**src/rtl/fifo_arb_pkg.sv**
```systemverilog
// Shared types and helpers for the round-robin FIFO write arbiter.
package fifo_arb_pkg;

    typedef enum logic [0:0] {
        ARB_UNLOCKED = 1'b0,
        ARB_LOCKED   = 1'b1
    } arb_state_e;

    localparam int MaxNumReq = 16;

    function automatic int id_width(input int num_req);
        return $clog2(num_req);
    endfunction

endpackage

```
**src/rtl/fifo_rr_arbiter_rr_pick.sv**
```systemverilog
// Combinational round-robin pick: first asserted request at or after prio, wrapping to 0.
module rr_pick #(
    parameter int NumReq  = 4,
    parameter int IdWidth = $clog2(NumReq)
) (
    input  logic [NumReq-1:0]  req,
    input  logic [IdWidth-1:0] prio,
    output logic [NumReq-1:0]  grant,
    output logic [IdWidth-1:0] grant_idx,
    output logic               any
);

    localparam int SumWidth = IdWidth + 1;
    localparam logic [SumWidth-1:0] NumReqW = SumWidth'(NumReq);

    logic [IdWidth-1:0] idx_s;
    logic               found_s;

    // Scan prio, prio+1, ... with modular wrap; the sum needs one extra bit before reduction
    always_comb begin
        logic [SumWidth-1:0] sum_v;
        logic [IdWidth-1:0]  cand_v;
        logic                hit_v;
        idx_s   = {IdWidth{1'b0}};
        found_s = 1'b0;
        sum_v   = {SumWidth{1'b0}};
        cand_v  = {IdWidth{1'b0}};
        hit_v   = 1'b0;
        for (int i = 0; i < NumReq; i++) begin
            sum_v   = {1'b0, prio} + SumWidth'(i);
            cand_v  = (sum_v >= NumReqW) ? IdWidth'(sum_v - NumReqW) : sum_v[IdWidth-1:0];
            hit_v   = req[cand_v] & ~found_s;
            idx_s   = hit_v ? cand_v : idx_s;
            found_s = found_s | hit_v;
        end
    end

    assign grant     = {NumReq{found_s}} & ({{(NumReq-1){1'b0}}, 1'b1} << idx_s);
    assign grant_idx = idx_s;
    assign any       = found_s;

endmodule

```
**src/rtl/fifo_rr_arbiter.sv**
```systemverilog
// Round-robin merge of NumReq valid/ready streams into one registered, source-tagged stage.
// Define FIFO_ARB_LOCK_EN to keep the grant on one requester until its last beat.
module fifo_rr_arbiter
    import fifo_arb_pkg::*;
#(
    parameter int NumReq    = 4,
    parameter int DataWidth = 8,
    parameter int IdWidth   = id_width(NumReq)
) (
    input  logic                        clk_i,
    input  logic                        reset_i,
    input  logic [NumReq-1:0]           valid_i,
    input  logic [NumReq*DataWidth-1:0] data_i,
    input  logic [NumReq-1:0]           last_i,
    output logic [NumReq-1:0]           ready_o,
    output logic                        valid_o,
    output logic [DataWidth-1:0]        data_o,
    output logic [IdWidth-1:0]          id_o,
    output logic                        last_o,
    input  logic                        ready_i
);

    localparam int SumWidth = IdWidth + 1;
    localparam logic [SumWidth-1:0] NumReqW = SumWidth'(NumReq);

    logic [NumReq-1:0]    req_s;
    logic [NumReq-1:0]    grant_s;
    logic [IdWidth-1:0]   grant_idx_s;
    logic                 any_s;
    logic                 can_load_s;
    logic                 accept_s;
    logic                 prio_upd_s;
    logic                 win_last_s;
    logic [SumWidth-1:0]  prio_sum_s;
    logic [IdWidth-1:0]   prio_next_s;
    logic [IdWidth-1:0]   prio_r;
    logic                 valid_r;
    logic [DataWidth-1:0] data_r;
    logic [IdWidth-1:0]   id_r;
    logic                 last_r;

    rr_pick #(
        .NumReq  (NumReq),
        .IdWidth (IdWidth)
    ) u_pick (
        .req       (req_s),
        .prio      (prio_r),
        .grant     (grant_s),
        .grant_idx (grant_idx_s),
        .any       (any_s)
    );

    assign can_load_s = ~valid_r | ready_i;
    assign accept_s   = any_s & can_load_s;
    assign win_last_s = last_i[grant_idx_s];
    // Gated by reset so no requester sees a handshake while the stage is being cleared
    assign ready_o    = grant_s & {NumReq{can_load_s & ~reset_i}};

    // Winner becomes lowest priority; reduction handles non-power-of-two NumReq
    always_comb begin
        prio_sum_s = {1'b0, grant_idx_s} + {{IdWidth{1'b0}}, 1'b1};
        if (prio_sum_s >= NumReqW) begin
            prio_next_s = {IdWidth{1'b0}};
        end else begin
            prio_next_s = prio_sum_s[IdWidth-1:0];
        end
    end

`ifdef FIFO_ARB_LOCK_EN
    arb_state_e         state_r;
    arb_state_e         state_next_s;
    logic [IdWidth-1:0] owner_r;
    logic [NumReq-1:0]  owner_mask_s;

    assign owner_mask_s = {{(NumReq-1){1'b0}}, 1'b1} << owner_r;
    assign req_s        = (state_r == ARB_LOCKED) ? (valid_i & owner_mask_s) : valid_i;

    // Lock state register and packet owner capture
    always_ff @(posedge clk_i or posedge reset_i) begin
        if (reset_i) begin
            state_r <= ARB_UNLOCKED;
            owner_r <= {IdWidth{1'b0}};
        end else begin
            state_r <= state_next_s;
            if (accept_s && (state_r == ARB_UNLOCKED) && !win_last_s) begin
                owner_r <= grant_idx_s;
            end
        end
    end

    // Lock transitions; prio advances only when a packet ends
    always_comb begin
        state_next_s = state_r;
        prio_upd_s   = accept_s & win_last_s;
        case (state_r)
            ARB_UNLOCKED: begin
                if (accept_s && !win_last_s) begin
                    state_next_s = ARB_LOCKED;
                end else begin
                    state_next_s = ARB_UNLOCKED;
                end
            end
            ARB_LOCKED: begin
                if (accept_s && win_last_s) begin
                    state_next_s = ARB_UNLOCKED;
                end else begin
                    state_next_s = ARB_LOCKED;
                end
            end
            default: begin
                state_next_s = ARB_UNLOCKED;
                prio_upd_s   = 1'b0;
            end
        endcase
    end
`else
    assign req_s      = valid_i;
    assign prio_upd_s = accept_s;
`endif

    // Output stage and round-robin pointer
    always_ff @(posedge clk_i or posedge reset_i) begin
        if (reset_i) begin
            valid_r <= 1'b0;
            data_r  <= {DataWidth{1'b0}};
            id_r    <= {IdWidth{1'b0}};
            last_r  <= 1'b0;
            prio_r  <= {IdWidth{1'b0}};
        end else begin
            if (accept_s) begin
                valid_r <= 1'b1;
                data_r  <= data_i[grant_idx_s*DataWidth +: DataWidth];
                id_r    <= grant_idx_s;
                last_r  <= win_last_s;
            end else if (ready_i) begin
                valid_r <= 1'b0;
            end
            if (prio_upd_s) begin
                prio_r <= prio_next_s;
            end
        end
    end

    assign valid_o = valid_r;
    assign data_o  = data_r;
    assign id_o    = id_r;
    assign last_o  = last_r;

endmodule
```
**config.mk**
```make
export PLATFORM = sky130hd
export DESIGN_NAME = fifo_rr_arbiter
export DESIGN_NICKNAME = d
export VERILOG_FILES = /design/src/rtl/fifo_arb_pkg.sv /design/src/rtl/fifo_rr_arbiter_rr_pick.sv /design/src/rtl/fifo_rr_arbiter.sv
export SDC_FILE = /design/constraint.sdc
export NUM_CORES = 1
export LEC_CHECK = 0
export ABC_CLOCK_PERIOD_IN_PS = 2000
export BUFFER_PORTS_ARGS = -buffer_cell sky130_fd_sc_hd__buf_2
export CAP_MARGIN = 15
export CORE_ASPECT_RATIO = 0.8
export CORE_MARGIN = 2
export CORE_UTILIZATION = 38
export CTS_CLUSTER_SIZE = 25
export DETAILED_ROUTE_END_ITERATION = 10
export PLACE_DENSITY_LB_ADDON = 0.25
export SLEW_MARGIN = 20
export SYNTH_ARGS = -nofsm -noshare
export SYNTH_HDL_FRONTEND = slang
export SYNTH_HIERARCHICAL = 1
export SYNTH_SLANG_ARGS = --single-unit
export TNS_END_PERCENT = 5
```
**constraint.sdc**
```tcl
create_clock -name clk_i -period 2 [get_ports clk_i]
set_input_delay 0.3 -clock clk_i [delete_from_list [all_inputs] [get_ports clk_i]]
set_output_delay 0.3 -clock clk_i [all_outputs]
set_load 0.005 [all_outputs]
```
==> results of run 1 <==
cells by family (layout without fill, tap and decap cells):
family	Yosys count	after routing	share of synthesized area, %
multiplexers	22	22	36.4
AND/OR/NAND/NOR	21	21	11.2
flip-flops	14	14	36.2
AO/OA/AOI/OAI	13	13	9.43
buffers and inverters	10	79	5.43
adder cells (fa/ha/maj)	1	1	1.29
state kept, by name, indices dropped and copies added (netlist names):
register and cells:
data_o 8, id_o 2, prio_r 2, last_o 1, valid_o 1
power groups by stage:
| stage | sequential, mW | combinational, mW | clock [mW] |
|---|---|---|---|
| finish | 0.484 | 0.837 | 0.198 |
| global route | 0.504 | 0.934 | 0.224 |
| CTS | 0.485 | 0.841 | 0.208 |
| detailed placement | 0.489 | 0.840 | 0 |
| global placement | 0.489 | 0.804 | 0 |
| floorplan | 0.501 | 0.524 | 0 |
final cells by class:
class,count,area [um2],area share (%)
tap,36,45.0,3.22
inverter,5,18.8,1.34
multi-input combinational,57,562,40.1
clock buffer,4,36.3,2.59
timing repair buffer,70,388,27.7
sequential,14,350,25.0
synthesized netlist by cell type:
library cell               instances
sky130_fd_sc_hd__a211oi_2          1
sky130_fd_sc_hd__mux4_1            1
sky130_fd_sc_hd__a211oi_1          1
sky130_fd_sc_hd__nor3_1            2
sky130_fd_sc_hd__mux2_1            2
sky130_fd_sc_hd__a311oi_1          1
sky130_fd_sc_hd__mux2_2           11
sky130_fd_sc_hd__o21ai_1           1
sky130_fd_sc_hd__nand2b_2          1
sky130_fd_sc_hd__a21oi_2           1
sky130_fd_sc_hd__nor2_1            6
sky130_fd_sc_hd__and3_1            4
sky130_fd_sc_hd__mux4_2            8
sky130_fd_sc_hd__buf_6             1
sky130_fd_sc_hd__nand2b_1          4
sky130_fd_sc_hd__a221oi_1          1
sky130_fd_sc_hd__o21ai_0           2
sky130_fd_sc_hd__buf_4             1
sky130_fd_sc_hd__ha_1              1
sky130_fd_sc_hd__inv_1             5
sky130_fd_sc_hd__nor2b_1           1
sky130_fd_sc_hd__nand2_1           3
sky130_fd_sc_hd__buf_2             3
sky130_fd_sc_hd__o211a_1           1
sky130_fd_sc_hd__a21oi_1           4
sky130_fd_sc_hd__dfrtp_1          14
metrics by stage:
stage	util, %	setup TNS (ns)	power (mW)	instances
CTS	57.2	0	1.53	186
floorplan	-	0	1.02	81
global route	57.3	-0.0196	1.66	186
detailed placement	55.7	-0.110	1.33	182
global placement	55.7	0	1.29	182
finish	57.3	0	1.52	186
critical path, stage by stage (launching register included):
cell	delay, ns
sky130_fd_sc_hd__dfrtp_1	0.35
sky130_fd_sc_hd__nand2b_2	0.12
sky130_fd_sc_hd__a21oi_1	0.07
sky130_fd_sc_hd__a211oi_2	0.27
sky130_fd_sc_hd__buf_6	0.20
sky130_fd_sc_hd__mux4_2	0.50
sky130_fd_sc_hd__mux2_2	0.27
metal layers:
layer	up-vias	routed length, um	global-route usage, %
met2	43	1250	33.2
met5	-	0	0
met4	0	12	3.62
met3	2	182	5.04
met1	445	928	21.2
li1	438	-	-
worst paths after layout:
kind,start,end,slack [ns]
max,prio_r[0]$_DFFE_PP0P_,data_o[2]$_DFFE_PP0P_,0.10
min in group clk_i,valid_i[2],valid_o$_DFFE_PP0P_,0.39
max in group asynchronous,reset_i,data_o[5]$_DFFE_PP0P_,1.70
min reg2reg,last_o$_DFFE_PP0P_,last_o$_DFFE_PP0P_,0.51
min,reset_i,data_o[3]$_DFFE_PP0P_,0.14
max reg2reg,prio_r[0]$_DFFE_PP0P_,data_o[2]$_DFFE_PP0P_,0.10
what timing repair did:
| action | 4_1_cts | 5_1_grt |
|---|---|---|
| endpoints found under the setup margin | 0 | 9 |
| resized for setup | 0 | 3 |
| endpoints found under the hold margin | 0 | 0 |
==> results.txt, run 1 <==
The flow ran to the end, and the final reports show no timing, DRC or antenna violations. The post-synthesis sequential element count is 14, and the final setup violation count is 0. Derived from the worst setup path, the maximum achievable clock frequency is 0.527 GHz.

TritonCTS built the clock tree. The latest clock arrival within the worst-skew pair was 0.28 ns; the finished layout cell area was 1400 um2. Measured in cells, the most critical reg-to-reg path has a length of 6. Routability-driven placement finished with a final weighted congestion of 0.828. The height of the die came out at 49.2 um. Input and output buffers added on the ports amount to 58.

The global-route usage over all layers is 18.3%, and the number of library cell types mapped by synthesis is 26. Summed over all layers, the routed wires come to 2.38 mm. Power spread over the standard cell area amounts to 1090 nW/um2. Sequential cells account for 31.9% of the total power. The number of antenna violations at the first check in global routing came out at 0. The commonest non-fill, non-tap cell in the layout was sky130_fd_sc_hd__buf_2. In the post-route analysis, the smallest setup slack over all paths is 0.101 ns.

The total number of H-tree levels is 1, and the internal cell power is 1.03 mW. The area of the die was 2970 um2; the vias per cell was 4.99. Detailed placement finished with a half-perimeter wire length of 1.96 mm.

Summed over all nets, the switching power comes to 0.492 mW. The routed layout has 928 vias. For the number of nets with antenna violations after routing, the log shows 0. The final routed wire length divided by cell count was 12.8 um.

The post-route worst hold slack is 0.137 ns. Leaving out fill and tap cells, the most frequent cells in the layout are sky130_fd_sc_hd__buf_2, sky130_fd_sc_hd__dfrtp_1, sky130_fd_sc_hd__mux2_2. Subtracting the final worst setup slack from the clock period gives 1.90 ns. Buffers inserted during clock tree synthesis total 3.

The run gives 2.17 ns as the required time of the critical path. Of the total power, the share spent switching nets is 32.4%. The initial cell density of the core came out at 39.7%. The number of DRC violations after detailed-routing iteration 0 came out at 38. Between clock sinks in the finished design, the worst skew comes to 0.00405 ns.

In this run the core area contains 16 standard-cell rows. For the worst setup path, the data arrival time is 2.07 ns. The critical setup path kind is reg2reg. The filler cells instantiated in the layout total 229.

The longest clock path from root to sink contains 2 buffers. For the worst voltage drop across the vdd grid, the log shows 0.562 mV. The number of max-slew violations in the final report is 0, and the actual transition at the worst max-transition pin is 0.251 ns. Synthesis handed over a netlist of 81 instances. In the post-synthesis netlist, the biggest area contributors are sky130_fd_sc_hd__dfrtp_1, sky130_fd_sc_hd__mux4_2, sky130_fd_sc_hd__mux2_2. The ratio of cells with drive above 1 in the final layout was 64.7%.

The region available for standard cell placement spans 2440 um2. The CTS clock-pin slew for the worst setup and hold paths is 0.08 ns, and the total placed instance area is 1360 um2. The tools report the synthesized net count as 125. The count of endpoints failing hold in the final timing report is 0, and the antenna diode count is 0. The clock network is responsible for 13.0% of the overall power. Library cell occupying the most area in the post-synthesis netlist: sky130_fd_sc_hd__dfrtp_1.

The die is 60.4 um wide. The share of power burned in combinational logic was 55.1%. Hold repair after CTS inserted 0 buffers.

The via count of the first global-routing pass was 989; the area growth from synthesis to layout was 44.6%. After synthesis the cells add up to 968 um2. The tools report the CTS root buffer as sky130_fd_sc_hd__clkbuf_4. The logs give 14 for the number of sinks on the clock net and 0 for the post-CTS setup-driven buffer insertion count. The first global-routing pass estimated 4.10 mm of wire. The leakage power is 0.704 nW.

For the net count of the finished layout, the log shows 195. The number of iterations in the first detailed-routing pass was 4. Count of warnings emitted by yosys: 6. The count of max-cap constraint violations was 0; the average cell area after synthesis was 12.0 um2.

Entering global routing, the biggest net connects 15 pins. After detailed routing, the number of remaining DRC violations is 0. Summing the sequential cell areas from Yosys gives 36.2% of the chip area. The startpoint kind of the worst setup timing path was a flop.

The top cell type's share of synthesized area was 36.2%. Class of the tightest hold or removal check: in2async. STA classifies the critical path endpoint as a flop.

The remaining global-route overflow was 0. Timing analysis after detailed placement gives a worst setup slack of -0.0300 ns. The final period utilization was 94.9%; the remaining max-slew budget at the tightest pin was 83.2%. 59 I/O pins were placed. Setup repair after global routing could not meet its margin everywhere. The top fanout value on the critical path works out to 9.
(Power assumes the default switching activity.)
==> run 2: changes to the inputs <==
--- a/config.mk
+++ b/config.mk
@@ -13,7 +13,8 @@
 export CORE_UTILIZATION = 38
 export CTS_CLUSTER_SIZE = 25
 export DETAILED_ROUTE_END_ITERATION = 10
-export PLACE_DENSITY_LB_ADDON = 0.25
+export HOLD_SLACK_MARGIN = 0.02
+export PLACE_DENSITY = 0.75
 export SLEW_MARGIN = 20
 export SYNTH_ARGS = -nofsm -noshare
 export SYNTH_HDL_FRONTEND = slang
==> results.txt, run 2 (synthesis results as in run 1) <==
The wire length of the first global-routing pass was 4.20 mm (was 4.10 mm); the area of the die was 2970 um2 (unchanged). Commonest non-fill, non-tap cells in the layout: sky130_fd_sc_hd__buf_2, sky130_fd_sc_hd__dfrtp_1, sky130_fd_sc_hd__buf_4 (was sky130_fd_sc_hd__buf_2, sky130_fd_sc_hd__dfrtp_1, sky130_fd_sc_hd__mux2_2). The actual transition at the worst max-transition pin was 0.393 ns (was 0.251 ns); the setup skew after layout was 0.0134 ns (was 0.00405 ns). I/O pin total: 59 (unchanged). The post-route worst hold slack is 0.380 ns (was 0.137 ns). The number of placed cells counting well taps was 181 (was 182); the count of max-cap constraint violations was 0 (unchanged). The count of endpoints failing hold in the final timing report was 0 (unchanged). The top fanout value on the critical path is 5 (was 9), and the total number of H-tree levels is 1 (unchanged). The final period demand of the worst path came out at 1.94 ns (was 1.90 ns). The tools report the remaining global-route overflow as 0 (unchanged). The die span in x is 60.4 um (unchanged).

The total power divided by cell area was 1130 nW/um2 (was 1090 nW/um2). The startpoint kind of the worst setup timing path is a flop (unchanged). The tools report the number of antenna violations at the first check in global routing as 0 (unchanged). The run gives 200 (was 195) as the net count of the finished layout.

The leakage power is 0.759 nW (was 0.704 nW). Vias per cell: 5.03 (was 4.99). The number of max-slew violations in the final report was 0 (unchanged). The height of the die was 49.2 um (unchanged). For the total number of vias, the log shows 956 (was 928). The tools report the end of the worst register-to-register path as data_o[7]$_DFFE_PP0P_ (was data_o[2]$_DFFE_PP0P_). The worst voltage drop across the vdd grid was 0.597 mV (was 0.562 mV). The run finished with clean final reports. Setup repair after global routing could not meet its margin everywhere. The worst reg-to-reg path cell count is 7 (was 6), and the required time of the critical path is 2.17 ns (about the same).

For the via count of the first global-routing pass, the log shows 965 (was 989). The ratio of cells with drive above 1 in the final layout was 66.9% (was 64.7%); the number of nets with antenna violations after routing was 0 (unchanged). The post-route total power is 1.68 mW (was 1.52 mW). The antenna diode count is 0 (unchanged), and the number of sinks on the clock net is 14 (unchanged). The total length of routed wires is 2.65 mm (was 2.38 mm). The logs give 14 (was 15) for the pin count of the biggest net entering global routing and 0 (unchanged) for the final setup violation count.

The core area was 2440 um2 (unchanged). The critical setup path kind was reg2reg (unchanged). Class of the tightest hold or removal check: in2reg (was in2async). The number of placement rows is 16 (unchanged). The commonest non-fill, non-tap cell in the layout is sky130_fd_sc_hd__buf_2 (unchanged). Critical path capture point type: a flop (unchanged). For the total CTS buffers, the log shows 3 (unchanged). In this run the most critical hold path is launched from ready_i. For the number of iterations in the first detailed-routing pass, the log shows 4 (unchanged). The run gives 0.28 ns (about the same) as the latest clock arrival within the worst-skew pair.

Sink of the worst hold path: valid_o$_DFFE_PP0P_. The tools report the final weighted congestion in routability-driven placement as 0.773 (was 0.828). CTS root buffer: sky130_fd_sc_hd__clkbuf_4 (unchanged). The total of buffers placed on input and output ports was 58 (unchanged); the DRC violations left was 0 (unchanged).

TritonCTS built the clock tree. The number of DRC violations after detailed-routing iteration 0 was 39 (was 38). The total half-perimeter wirelength after legalization and detailed placement came out at 1.89 mm (was 1.96 mm). The fill cell total of the finished layout is 214 (was 229), and the instance count along the most critical hold path is 3.

The logs give 190 (was 186) for the final cell count without fillers and 73.8% (was 83.2%) for the remaining max-slew budget at the tightest pin. The final routed wire length divided by cell count is 13.9 um (was 12.8 um). The run gives 0.515 GHz (was 0.527 GHz) as the maximum operating frequency.

The global-route usage over all layers came out at 18.9% (was 18.3%). The critical register-to-register path startpoint was prio_r[0]$_DFFE_PP0P_ (unchanged). The initial cell density of the core was 39.7% (unchanged); the arrival time of the worst setup path was 2.11 ns (was 2.07 ns).

The run gives 0.06 ns (was 0.10 ns) as the register-to-register setup slack. The CTS clock-pin slew for the worst setup and hold paths was 0.09 ns (was 0.08 ns). The number of flip-flops under the largest register name is 8 (unchanged), and the final period utilization is 97.1% (was 94.9%).

The area growth from synthesis to layout was 53.5% (was 44.6%). The number of buffers between clock root and the deepest sink came out at 2 (unchanged).
[run 2: cell count changes in the layout (fill, tap and decap cells not counted), sizes merged]
cell	previous run	this run
buf	70	74
clkbuf	4	3
dlygate4sd3	0	1
[run 2: power breakdown]
group          internal, mW  total [mW]  switching (mW)
combinational         0.642        1.02           0.381
clock                0.0696       0.159          0.0899
sequential            0.417       0.503          0.0863
total                  1.13        1.68           0.557
[run 2: through the flow]
stage                     cell area, um2  util [%]  worst slack [ns]  setup TNS [ns]
after floorplan                      968         -            0.0181               0
after global placement              1370      55.9            0.0131               0
after detailed placement            1370      55.9           -0.0294         -0.0294
after CTS                           1450      59.5            0.0139               0
after global routing                1490      60.9           -0.0395          -0.204
final                               1490      60.9            0.0580               0
[run 2: layout make-up]
cell class | count | area [um2] | share of cell area, %
repair buffers | 75 | 453 | 30.5
clock buffers | 3 | 22.5 | 1.52
flip-flops and latches | 14 | 350 | 23.6
multi-input cells | 57 | 597 | 40.2
well taps | 36 | 45.0 | 3.03
inverters | 5 | 18.8 | 1.26
[run 2: per-layer routing]
layer  vias to the layer above  global-route usage, %  wire [um]
met4                         0                   5.43         25
met2                        46                   32.6       1320
met3                         2                   3.18        213
met1                       460                   24.1       1090
li1                        448                      -          -
met5                         -                      0          0
[run 2: repair_timing]
action                     CTS  global route
hold buffers                 1             0
setup buffers                3             1
gates resized for setup      2             8
setup endpoints to repair    1             9
pin swaps                    1             1
hold endpoints to repair     7             0
gates cloned                 1             0
[run 2: critical path: stages (launching register included)]
cell	delay, ns
sky130_fd_sc_hd__dfrtp_1	0.40
sky130_fd_sc_hd__nand2b_4	0.15
sky130_fd_sc_hd__o21ai_2	0.05
sky130_fd_sc_hd__a211oi_2	0.17
sky130_fd_sc_hd__buf_4	0.18
sky130_fd_sc_hd__buf_16	0.12
sky130_fd_sc_hd__mux4_2	0.50
sky130_fd_sc_hd__mux2_4	0.28
[run 2: worst max-delay path by stage]
stage	startpoint	endpoint	cells past startpoint
after global routing	prio_r[0]$_DFFE_PP0P_	data_o[5]$_DFFE_PP0P_	7
final	prio_r[0]$_DFFE_PP0P_	data_o[7]$_DFFE_PP0P_	7
after detailed placement	valid_i[2]	last_o$_DFFE_PP0P_	7
after CTS	prio_r[0]$_DFFE_PP0P_	last_o$_DFFE_PP0P_	7
after floorplan	prio_r[0]$_DFFE_PP0P_	data_o[0]$_DFFE_PP0P_	6
after global placement	valid_i[2]	last_o$_DFFE_PP0P_	7
